==> src/rtl/reg_io_bridge.sv <==
// Bridges board I/O to the register file: a valid/ready source drives the regfile IO write
// port, and a snapshot of the exported register window is streamed out one word at a time.
module reg_io_bridge #(
   parameter int unsigned NUM_WORDS    = 8,
   parameter int unsigned BASE_REG     = 3,
   parameter int unsigned WAIT_TIMEOUT = 1024
) (
   input  logic                      clk,
   input  logic                      rst,
   input  logic                      in_valid,
   output logic                      in_ready,
   input  logic [4:0]                in_addr,
   input  logic [31:0]               in_data,
   output logic                      in_done,
   output logic                      in_err,
   input  logic                      reg_IO_out_ena,
   output logic [4:0]                input_address,
   output logic [31:0]               input_num,
   input  logic [32*NUM_WORDS-1:0]   from_reg,
   input  logic                      dump_req,
   output logic                      dump_busy,
   output logic                      out_valid,
   input  logic                      out_ready,
   output logic [31:0]               out_data,
   output logic [4:0]                out_reg_num,
   output logic                      out_last,
   output logic                      dump_done
);

   localparam int unsigned IdxW      = (NUM_WORDS > 1) ? $clog2(NUM_WORDS) : 1;
   localparam int unsigned CntW      = (WAIT_TIMEOUT > 1) ? $clog2(WAIT_TIMEOUT) : 1;
   localparam int unsigned TimeoutM1 = (WAIT_TIMEOUT == 0) ? 0 : WAIT_TIMEOUT - 1;
   localparam int unsigned LastIdx   = NUM_WORDS - 1;

   typedef enum logic [1:0] {WIdle, WWait, WDrive} w_state_e;
   typedef enum logic [0:0] {DIdle, DSend} d_state_e;

   // ---------------- Write path ----------------
   w_state_e          w_state_q, w_state_d;
   logic [4:0]        addr_q, addr_d;
   logic [31:0]       data_q, data_d;
   logic [CntW-1:0]   cnt_q, cnt_d;
   logic              err_q, err_d;

   always_ff @(posedge clk) begin
      if (rst) begin
         w_state_q <= WIdle;
         addr_q    <= '0;
         data_q    <= '0;
         cnt_q     <= '0;
         err_q     <= 1'b0;
      end else begin
         w_state_q <= w_state_d;
         addr_q    <= addr_d;
         data_q    <= data_d;
         cnt_q     <= cnt_d;
         err_q     <= err_d;
      end
   end

   always_comb begin
      w_state_d = w_state_q;
      addr_d    = addr_q;
      data_d    = data_q;
      cnt_d     = cnt_q;
      err_d     = 1'b0;
      unique case (w_state_q)
         WIdle: begin
            if (in_valid) begin
               addr_d = in_addr;
               data_d = in_data;
               if (in_addr == 5'd0) begin
                  err_d = 1'b1;
               end else begin
                  w_state_d = WWait;
                  cnt_d     = '0;
               end
            end
         end
         WWait: begin
            if (reg_IO_out_ena) begin
               w_state_d = WDrive;
            end else if ((WAIT_TIMEOUT != 0) && (cnt_q == CntW'(TimeoutM1))) begin
               w_state_d = WIdle;
               err_d     = 1'b1;
            end else begin
               cnt_d = cnt_q + 1'b1;
            end
         end
         WDrive:  w_state_d = WIdle;
         default: w_state_d = WIdle;
      endcase
   end

   // The regfile writes on the negedge inside the single WDrive cycle.
   always_comb begin
      in_ready      = (w_state_q == WIdle);
      in_done       = (w_state_q == WDrive);
      in_err        = err_q;
      input_address = (w_state_q == WDrive) ? addr_q : 5'd0;
      input_num     = (w_state_q == WDrive) ? data_q : 32'd0;
   end

   // ---------------- Dump path ----------------
   d_state_e          d_state_q, d_state_d;
   logic [IdxW-1:0]   idx_q, idx_d;
   logic              done_q, done_d;
   logic              snap_load;
   logic [31:0]       snap_q [NUM_WORDS];
   logic              is_last;

   assign is_last = (idx_q == IdxW'(LastIdx));

   always_ff @(posedge clk) begin
      if (rst) begin
         d_state_q <= DIdle;
         idx_q     <= '0;
         done_q    <= 1'b0;
      end else begin
         d_state_q <= d_state_d;
         idx_q     <= idx_d;
         done_q    <= done_d;
      end
   end

   // Snapshot isolates the stream from later register updates.
   always_ff @(posedge clk) begin
      if (snap_load) begin
         for (int k = 0; k < int'(NUM_WORDS); k++) begin
            snap_q[k] <= from_reg[32*k +: 32];
         end
      end
   end

   always_comb begin
      d_state_d = d_state_q;
      idx_d     = idx_q;
      done_d    = 1'b0;
      snap_load = 1'b0;
      unique case (d_state_q)
         DIdle: begin
            if (dump_req && !rst) begin
               d_state_d = DSend;
               idx_d     = '0;
               snap_load = 1'b1;
            end
         end
         DSend: begin
            if (out_ready) begin
               if (is_last) begin
                  d_state_d = DIdle;
                  idx_d     = '0;
                  done_d    = 1'b1;
               end else begin
                  idx_d = idx_q + 1'b1;
               end
            end
         end
         default: d_state_d = DIdle;
      endcase
   end

   always_comb begin
      dump_busy   = (d_state_q == DSend);
      out_valid   = (d_state_q == DSend);
      out_data    = (d_state_q == DSend) ? snap_q[idx_q] : 32'd0;
      out_reg_num = (d_state_q == DSend) ? 5'(BASE_REG) + 5'(idx_q) : 5'd0;
      out_last    = (d_state_q == DSend) && is_last;
      dump_done   = done_q;
   end

endmodule

==> config.mk <==
export PLATFORM = sky130hd
export DESIGN_NAME = reg_io_bridge
export DESIGN_NICKNAME = d
export VERILOG_FILES = /design/src/rtl/reg_io_bridge.sv
export SDC_FILE = /design/constraint.sdc
export NUM_CORES = 1
export LEC_CHECK = 0
export BUFFER_PORTS_ARGS = -buffer_cell sky130_fd_sc_hd__buf_4
export CAP_MARGIN = 20
export CORE_ASPECT_RATIO = 1.25
export CORE_MARGIN = 1.5
export CORE_UTILIZATION = 40
export CTS_BUF_LIST = sky130_fd_sc_hd__clkbuf_4 sky130_fd_sc_hd__clkbuf_8
export DETAILED_ROUTE_END_ITERATION = 10
export PLACE_DENSITY = 0.72
export SLEW_MARGIN = 20
export SYNTH_ARGS = -nofsm -noshare
export SYNTH_HDL_FRONTEND = slang
export SYNTH_SLANG_ARGS = --single-unit
export TNS_END_PERCENT = 100
==> constraint.sdc <==
create_clock -name clk -period 36.6 [get_ports clk]
set_clock_uncertainty 0.2 [all_clocks]
set_input_delay 1.83 -clock clk [delete_from_list [all_inputs] [get_ports clk]]
set_output_delay 1.83 -clock clk [all_outputs]
set_load 0.03 [all_outputs]
==> flow_metrics.py, run 1 <==
metrics = {
    "run_status": {
        "status": "complete, no violations",
    },
    "clocking": {
        "ctsRootBufferMaster": "clkbuf_8",
        "clock_path_buffers": 3,
        "cts_tree": "done",
        "post_cts_resized": 0,
        "post_cts_buffers": 0,
        "path_clk_slew_ns": 0.06,
        "htree_levels": 2,
        "numCtsBuffers": 49,
        "clkSinkCount": 314,
        "clock_latency_ns": 0.55,
        "hold_buffers": 0,
    },
    "floorplan": {
        "die_y_um": 199,
        "die-area_um2": 31900,
        "io_pins": 380,
        "fp.dieW_um": 160,
        "core-area_um2": 30200,
        "rows": 71,
        "initial_core_util": 0.409,
    },
    "drt": {
        "drt-met1-wl_mm": 10.9,
        "wl_mm": 30.0,
        "drc": 0,
        "vias": 7620,
        "top_layer": "met4",
        "wire_per_inst_um": 19.3,
        "dr_wl_met2_mm": 15.6,
        "via_per_inst": 4.90,
        "ant_nets": 0,
        "wl_met3_mm": 2.40,
        "firstDrtPassIters": 4,
        "initialDrtViolationCount": 478,
    },
    "finish": {
        "final_cell_mix": "383 x buf_4, 256 x edfxtp_1, 79 x nand2_1",
        "fill_cells": 2456,
        "drive_gt1_frac": 0.474,
        "finalInstanceArea_um2": 16500,
        "fin_nets": 1419,
        "diodes": 0,
        "final_common_cell": "buf_4",
        "area_growth_pct": 33.8,
    },
    "placed_design": {
        "placed_area_um2": 15600,
        "gp_congestion": 0.819,
        "numPortBuffers": 378,
        "dp_worst_setup_slack_ns": 32.00,
        "dp_hpwl_mm": 21.1,
    },
    "synthesis": {
        "ys_seq_area_frac": 0.717,
        "synth.avg_cell_area_um2": 17.0,
        "syn_inst": 725,
        "ys.warnings.count": 0,
        "ys_types": 50,
        "synth-seq-cells": 314,
        "syn_area_um2": 12300,
        "syn_nets": 1028,
    },
    "timing": {
        "finalSetupTns_ns": 0,
        "layout_setup_ws_ns": 31.54,
        "max_slew.worst_pin.slew_ns": 1.03,
        "slew_headroom": 0.312,
        "rsz0062_at_grt": "false",
        "setup_viol": 0,
        "min_period_ns": 5.06,
        "final-hold-violation-count": 0,
        "fin_crit_sh": 0.138,
        "finalMaxSlewViolations": 0,
        "fmax_ghz": 0.198,
    },
    "global_routing": {
        "grt_max_degree": 170,
        "grt-ovfl-total": 0,
        "antenna_found_initial": 0,
        "grt_pass1_vias": 7893,
        "grt.total_usage": 0.183,
        "grt_first_pass_wirelength_mm": 43.7,
    },
    "worst_setup_path": {
        "reg2reg_slack_ns": 34.04,
        "cp-end-kind": "output port",
        "cp_max_fo": 37,
        "r2r_cells": 3,
        "path_class": "flip-flop to output port",
        "worstPathCellList": "buf_4 > mux4_2 > mux2i_1 > nor2b_1 > buf_4",
        "required_ns": 34.57,
        "cp_slowest_stage_delay_ns": 0.73,
        "start_kind": "flip-flop",
        "cpMostUsedCell": "buf_4",
        "slowest_stage": "dfxtp_4",
        "worstPathArrival_ns": 3.03,
    },
    "run": {
        "drv_cap": 0,
    },
    "power": {
        "max-vdd-ir-drop_mv": 0.0387,
        "leakagePower_nw": 6.15,
        "power_density_nw_per_um2": 45.9,
        "total_power_uw": 758,
    },
    "hold_path": {
        "hp-class": "flip-flop to flip-flop",
        "min_path_cells": 2,
    },
}
-- report_power, final --
part | internal, mW | switching [mW] | total [mW]
logic | 0.0361 | 0.0294 | 0.0655
registers | 0.403 | 0.00619 | 0.409
clock network | 0.150 | 0.134 | 0.284
total | 0.589 | 0.170 | 0.758
-- per-layer routing --
layer | global-route usage | up-vias
met2 | 0.324 | 339
met1 | 0.200 | 3644
met3 | 0.0571 | 69
li1 | - | 3568
met5 | 0 | -
met4 | 0.0890 | 0
-- critical path: cells and delay by family, from the launching register on --
kind / cells / cell delay, ns
multiplexers: 2 / 0.76
flip-flops: 1 / 0.73
buffers and inverters: 2 / 0.87
AND/OR/NAND/NOR: 1 / 0.07
-- final timing paths --
kind / start / to
setup / recovery: flip-flop / out_data[6]
hold reg to reg: data_q[23] / data_q[23]
setup reg to reg: dump_busy / snap_q[3][16]
hold / removal: data_q[23] / data_q[23]
-- per-stage QoR --
stage	std cells	hold slack [ns]	utilization
after floorplan	725	0.232	-
after global placement	1466	0.238	0.515
after detailed placement	1466	0.242	0.515
after CTS	1556	0.250	0.547
after global routing	1556	0.267	0.547
final	1556	0.248	0.547
-- cells in the mapped netlist, drive strengths merged --
cell type    n  share of area
edfxtp     256           0.62
nand2       80          0.025
mux4        64           0.12
dfxtp       58          0.094
a21oi       43          0.017
and2        40          0.020
nor2b       35          0.018
mux2i       33          0.027
clkbuf      28          0.010
buf         17         0.0070
nor2        10         0.0030
nand3        8         0.0032
a311oi       4         0.0039
a31oi        4         0.0020
ha           4         0.0041
nor3b        4         0.0028
a32oi        3         0.0021
and3         3         0.0016
nand4        3         0.0015
nor3         3         0.0012
o21ai        3         0.0021
inv          2        0.00061
o211ai       2         0.0012
o31ai        2         0.0023
or3b         2         0.0014
or4          2         0.0015
a211oi       1        0.00061
a2bb2oi      1        0.00071
a41oi        1        0.00071
and2b        1        0.00071
and3b        1        0.00071
conb         1        0.00030
nand2b       1        0.00051
nand4b       1        0.00071
o31a         1        0.00081
or2b         1        0.00061
or3          1        0.00051
xnor2        1        0.00071
-- state kept, by name, summed over array words and instances, names as in the netlist, named ones only --
| register | count |
|---|---|
| in_err | 1 |
| snap_q | 256 |
| idx_q | 3 |
| w_state_q | 2 |
| addr_q | 5 |
| dump_busy | 1 |
| dump_done | 1 |
| data_q | 32 |
| cnt_q | 10 |
-- logic make-up after synthesis --
family | synth area share
AOI/OAI and AO/OA | 0.0339
xor gates and xnor gates | 0.000709
adders and majority gates | 0.00405
buffers and inverters | 0.0178
DFF | 0.717
muxes | 0.143
other | 0.000304
and+or+nand+nor | 0.0831
-- layout make-up --
type	instances	area (um2)	area share
Inverter	2	7.51	0.000454
Multi-Input combinational cell	364	3290	0.199
Timing Repair Buffer	385	2910	0.176
Clock inverter	23	116	0.00704
Sequential cell	314	8860	0.536
Clock buffer	67	841	0.0509
Tap cell	401	502	0.0304
Note: power is estimated with default switching activity, not from simulation.
==> run 2: changes to the inputs <==
--- a/config.mk
+++ b/config.mk
@@ -5,6 +5,7 @@
 export SDC_FILE = /design/constraint.sdc
 export NUM_CORES = 1
 export LEC_CHECK = 0
+export ABC_AREA = 1
 export BUFFER_PORTS_ARGS = -buffer_cell sky130_fd_sc_hd__buf_4
 export CAP_MARGIN = 20
 export CORE_ASPECT_RATIO = 1.25
==> constraint.sdc (replaced) <==
create_clock -name clk -period 5.1 [get_ports clk]
set_clock_uncertainty 0.2 [all_clocks]
set_input_delay 0.255 -clock clk [delete_from_list [all_inputs] [get_ports clk]]
set_output_delay 0.255 -clock clk [all_outputs]
set_load 0.03 [all_outputs]
==> flow_metrics.py, run 2 <==
metrics = {
    "worst_setup_path": {
        "cpMostUsedCell": "nor2_1",
        "cp_slowest_stage_delay_ns": 0.75,
        "r2r_cells": 4,
        "worstPathCellList": "buf_4 > nor2_1 > nor2_1 > o21ai_0 > o211ai_1 > nand2_1 > nor2_1 > buf_4",
        "path_class": "flip-flop to output port",
        "r2r-start": "dump_busy",
        "r2r-end": "snap_q[7][31]",
        "start_kind": "flip-flop",
        "slowest_stage": "buf_4",
        "cp_max_fo": 87,
        "worstPathArrival_ns": 3.26,
        "cp-end-kind": "output port",
        "required_ns": 4.64,
        "reg2reg_slack_ns": 2.65,
    },
    "timing": {
        "finalMaxSlewViolations": 0,
        "slew_headroom": 0.399,
        "final-hold-violation-count": 0,
        "max_slew.worst_pin.slew_ns": 0.902,
        "setup_viol": 0,
        "finalSetupTns_ns": 0,
        "fin_crit_sh": 0.729,
        "rsz0062_at_grt": "false",
        "fmax_ghz": 0.269,
        "min_period_ns": 3.72,
    },
    "finish": {
        "utilization": 0.635,
        "final_common_cell": "buf_4",
        "top_regs": "snap_q (256), data_q (32), cnt_q (10)",
        "finalInstanceArea_um2": 19700,
        "finalNonFillerCells": 2245,
        "drive_gt1_frac": 0.265,
        "fin_nets": 2106,
        "area_growth_pct": 55.9,
        "top_register": "snap_q",
        "final_cell_mix": "388 x buf_4, 301 x dlygate4sd3_1, 280 x nor2_1",
        "largest_register_ffs": 256,
    },
    "synthesis": {
        "synth-edff-count": 256,
        "ys_seq_area_frac": 0.701,
        "syn_nets": 1435,
        "ys.warnings.count": 0,
        "ys_top_cells_by_area": "edfxtp_1 61%, dfxtp_1 9.2%, nor2_1 8.3%",
        "yosysMostFrequentCell": "nor2_1",
        "synth-seq-cells": 314,
        "async_reset_ff_frac": 0,
        "syn_inst": 1132,
        "yosysTopAreaCell": "edfxtp_1",
        "synth_ff_type": "edfxtp_1",
        "synth_top_area_frac": 0.609,
        "synth.avg_cell_area_um2": 11.2,
        "synth_common_cells": "280 x nor2_1, 256 x edfxtp_1, 167 x o21ai_0, 78 x nand2_1, 65 x inv_1",
        "ys_types": 30,
        "syn_area_um2": 12600,
    },
    "drt": {
        "via_per_inst": 5.08,
        "drc": 0,
        "initialDrtViolationCount": 794,
        "ant_nets": 0,
        "wire_per_inst_um": 19.5,
        "vias": 11400,
        "firstDrtPassIters": 5,
        "wl_mm": 43.8,
    },
    "power": {
        "leakagePower_nw": 7.86,
        "total_power_mw": 5.78,
        "max-vdd-ir-drop_mv": 0.208,
        "seq_power_share": 0.511,
        "p_int_mw": 4.34,
        "power_density_nw_per_um2": 294,
        "swShare": 0.249,
        "p_comb_frac": 0.143,
        "net-switching-power_mw": 1.44,
        "clockPowerShare": 0.346,
    },
    "run_status": {
        "status": "complete, no violations",
    },
    "hold_path": {
        "hp-start": "from_reg[27]",
        "min_path_cells": 2,
        "holdPathEnd": "snap_q[0][27]",
        "hp-class": "input port to flip-flop",
    },
    "floorplan": {
        "die-area_um2": 32600,
        "io_pins": 380,
        "initial_core_util": 0.407,
        "core-area_um2": 31000,
        "rows": 72,
        "fp.dieW_um": 162,
        "die_y_um": 202,
    },
    "global_routing": {
        "grt_max_degree": 124,
        "antenna_found_initial": 2,
        "grt_first_pass_wirelength_mm": 64.6,
        "grt.total_usage": 0.263,
        "grt-ovfl-total": 0,
        "grt_pass1_vias": 11900,
    },
    "clocking": {
        "path_clk_slew_ns": 0.06,
        "clock_latency_ns": 0.57,
        "numCtsBuffers": 49,
        "htree_levels": 2,
        "cts_tree": "done",
        "clkSinkCount": 314,
        "clock_path_buffers": 3,
        "ctsRootBufferMaster": "clkbuf_8",
        "post_cts_buffers": 0,
    },
    "placed_design": {
        "dp_cells": 1857,
        "numPortBuffers": 378,
        "dp_hpwl_mm": 26.2,
        "gp_congestion": 0.893,
        "placed_area_um2": 15700,
    },
    "run": {
        "drv_cap": 0,
    },
}
## run 2: repair_timing
action,4_1_cts,5_1_grt
resized for setup,0,0
hold buffers,301,0
endpoints found under the hold margin,309,0
## run 2: layout make-up
cell class / instances / area, um2
clock buffers: 64 / 812
well taps: 407 / 509
flip-flops and latches: 314 / 8860
multi-input cells: 678 / 3160
diodes: 3 / 7.51
inverters: 69 / 265
clock inverters: 19 / 86.3
repair buffers: 691 / 5970
fillers: 2278 / 11300
## run 2: how the worst max path moves through the flow
stage	endpoint	slack, ns	startpoint
floorplan	snap_q[0][0]	0.01	dump_busy
global placement	out_data[19]	2.18	flip-flop
detailed placement	out_data[19]	2.11	flip-flop
CTS	out_data[19]	1.47	flip-flop
global route	out_data[31]	1.23	flip-flop
finish	out_data[31]	1.38	flip-flop
## run 2: kinds of logic after synthesis
| family | after synthesis | share of synthesized area |
|---|---|---|
| AO/OA/AOI/OAI | 281 | 0.121 |
| XOR/XNOR | 1 | 0.000694 |
| adder cells (fa/ha/maj) | 4 | 0.00396 |
| buffers and inverters | 140 | 0.0490 |
| flip-flops | 314 | 0.701 |
| other | 1 | 0.000297 |
| AND/OR/NAND/NOR | 391 | 0.124 |
## run 2: through the flow
stage	hold WS, ns	setup slack (ns)
2_1_floorplan	0.154	0.00979
3_3_place_gp	0.234	2.18
3_5_place_dp	0.234	2.11
4_1_cts	0.149	1.47
5_1_grt	0.159	1.23
6_report	0.201	1.38
## run 2: critical path: cells and delay by family, from the launching register on
family	cells	cell delay, ns
AOI/OAI and AO/OA	2	0.40
buffers and inverters	2	0.97
DFF	1	0.63
and+or+nand+nor	4	0.63
## run 2: metal layers
layer / up-vias / share of wire / GRT usage
li1: 5268 / - / -
met1: 5306 / 0.34 / 0.277
met2: 701 / 0.51 / 0.477
met3: 127 / 0.092 / 0.0656
met4: 0 / 0.053 / 0.141
met5: - / 0 / 0
## run 2: power by group through the flow
| stage | registers (mW) | clock network [mW] | logic (mW) |
|---|---|---|---|
| floorplan | 2.99 | 0 | 0.318 |
| global placement | 3.00 | 0 | 0.604 |
| detailed placement | 3.00 | 0 | 0.614 |
| CTS | 2.95 | 2.03 | 0.806 |
| global route | 2.96 | 2.15 | 0.886 |
| finish | 2.95 | 2.00 | 0.826 |
==> run 3: changes to the inputs <==
--- a/config.mk
+++ b/config.mk
@@ -13,7 +13,7 @@
 export CORE_UTILIZATION = 40
 export CTS_BUF_LIST = sky130_fd_sc_hd__clkbuf_4 sky130_fd_sc_hd__clkbuf_8
 export DETAILED_ROUTE_END_ITERATION = 10
-export PLACE_DENSITY = 0.72
+export PLACE_DENSITY = 0.74
 export SLEW_MARGIN = 20
 export SYNTH_ARGS = -nofsm -noshare
 export SYNTH_HDL_FRONTEND = slang
==> constraint.sdc (replaced) <==
create_clock -name clk -period 3.1 [get_ports clk]
set_clock_uncertainty 0.2 [all_clocks]
set_input_delay 0.155 -clock clk [delete_from_list [all_inputs] [get_ports clk]]
set_output_delay 0.155 -clock clk [all_outputs]
set_load 0.03 [all_outputs]
==> flow_metrics.py, run 3 (synthesized netlist as in run 2, its figures left out) <==
metrics = {
    "drt": {
        "firstDrtPassIters": 5,
        "via_per_inst": 5.12,
        "drc": 0,
        "initialDrtViolationCount": 1012,
        "wire_per_inst_um": 19.4,
        "wl_mm": 43.8,
        "ant_nets": 0,
        "vias": 11600,
    },
    "global_routing": {
        "grt.total_usage": 0.263,
        "grt_first_pass_wirelength_mm": 65.8,
        "grt-ovfl-total": 0,
        "use_met3": 0.0596,
        "antenna_found_initial": 2,
        "grt_max_degree": 110,
        "grt-busiest-layer": "met2",
        "met1_usage": 0.279,
        "globalRouteMet2Util": 0.489,
        "grt_pass1_vias": 12300,
    },
    "run_status": {
        "status": "complete, no violations",
    },
    "finish": {
        "finalNonFillerCells": 2264,
        "area_growth_pct": 58.0,
        "final_common_cell": "buf_4",
        "finalInstanceArea_um2": 19900,
        "final_cell_mix": "396 x buf_4, 302 x dlygate4sd3_1, 280 x nor2_1",
        "drive_gt1_frac": 0.277,
        "top_regs": "snap_q (256), data_q (32), cnt_q (10)",
        "top_register": "snap_q",
        "fin_nets": 2119,
        "largest_register_ffs": 256,
    },
    "clocking": {
        "clock_path_buffers": 3,
        "clock_latency_ns": 0.58,
        "htree_levels": 2,
        "clkSinkCount": 314,
        "post_cts_resized": 0,
        "path_clk_slew_ns": 0.07,
        "post_cts_buffers": 0,
        "numCtsBuffers": 50,
        "cts_tree": "done",
        "hold_buffers": 302,
        "ctsRootBufferMaster": "clkbuf_8",
    },
    "power": {
        "seq_power_share": 0.487,
        "p_int_mw": 7.49,
        "total_power_mw": 9.94,
        "clockPowerShare": 0.373,
        "p_comb_frac": 0.141,
        "swShare": 0.246,
        "max-vdd-ir-drop_mv": 0.384,
        "power_density_nw_per_um2": 498,
        "leakagePower_nw": 8.00,
        "net-switching-power_mw": 2.45,
    },
    "timing": {
        "min_period_ns": 2.94,
        "max_slew.worst_pin.slew_ns": 1.08,
        "slew_headroom": 0.277,
        "setup_viol": 0,
        "finalMaxSlewViolations": 0,
        "finalSetupTns_ns": 0,
        "final-hold-violation-count": 0,
        "fmax_ghz": 0.340,
        "fin_crit_sh": 0.948,
        "rsz0062_at_grt": "false",
    },
    "hold_path": {
        "hp-class": "input port to flip-flop",
    },
    "floorplan": {
        "rows": 72,
        "io_pins": 380,
        "die-area_um2": 32600,
        "core-area_um2": 31000,
        "initial_core_util": 0.407,
        "die_y_um": 202,
        "fp.dieW_um": 162,
    },
    "worst_setup_path": {
        "path_class": "flip-flop to output port",
        "cp-end-kind": "output port",
        "required_ns": 2.74,
        "start_kind": "flip-flop",
        "worstPathArrival_ns": 2.58,
        "cp_max_fo": 43,
    },
    "placed_design": {
        "numPortBuffers": 378,
        "dp_hpwl_mm": 26.0,
        "placed_area_um2": 15900,
        "dp_cells": 1869,
        "gp_congestion": 0.869,
    },
    "run": {
        "drv_cap": 0,
    },
}
[run 3: cell count changes in the layout (fill, tap and decap cells not counted), moves of 2 or more]
cell,previous run,this run
clkinv_1,9,3
clkbuf_8,53,56
clkinv_2,9,11
bufinv_16,0,2
buf_12,1,5
buf_4,388,396
clkbuf_4,11,17
[run 3: power by group through the flow]
stage	Sequential (mW)	Clock, mW	Combinational [mW]
floorplan	4.92	0	0.524
global placement	4.91	0	1.02
detailed placement	4.92	0	1.04
CTS	4.83	3.74	1.36
global route	4.85	3.92	1.50
finish	4.84	3.70	1.40
[run 3: path summary, 6_finish.rpt]
path,startpoint,end,slack (ns),cells past startpoint
worst max-delay path,flip-flop,out_data[8],0.16,7
worst min-delay path,from_reg[251],snap_q[7][27],0.09,2
worst max register to register,cnt_q[0],cnt_q[1],1.01,8
worst min register to register,data_q[23],data_q[23],0.25,2
[run 3: cell type report]
| cell class | instances | area [um2] |
|---|---|---|
| repair buffers | 703 | 6100 |
| diodes | 2 | 5.00 |
| flip-flops and latches | 314 | 8860 |
| clock buffers | 73 | 898 |
| inverters | 69 | 268 |
| well taps | 407 | 509 |
| multi-input cells | 678 | 3160 |
| fillers | 2130 | 11000 |
| clock inverters | 18 | 143 |
[run 3: worst max-delay path, stage by stage (launching register included)]
cell and delay, ns:
dfxtp_4 0.36, inv_4 0.35, buf_4 0.37, o21ai_0 0.13
o22ai_1 0.17, nor2_1 0.06, nor2_1 0.32, buf_4 0.23
[run 3: routing by layer]
metal  wire length (um)  vias up
li1                   -     5306
met1              15300     5533
met2              23200      631
met3               3430      113
met4               1910        0
met5                  0        -
[run 3: metrics by stage]
step | hold slack (ns) | utilization | worst slack, ns
3_5_place_dp | 0.134 | 0.512 | 0.844
5_1_grt | 0.0718 | 0.643 | 0.0415
3_3_place_gp | 0.133 | 0.512 | 0.845
2_1_floorplan | 0.0539 | - | -1.97
4_1_cts | 0.0370 | 0.643 | 0.176
6_report | 0.0859 | 0.643 | 0.162
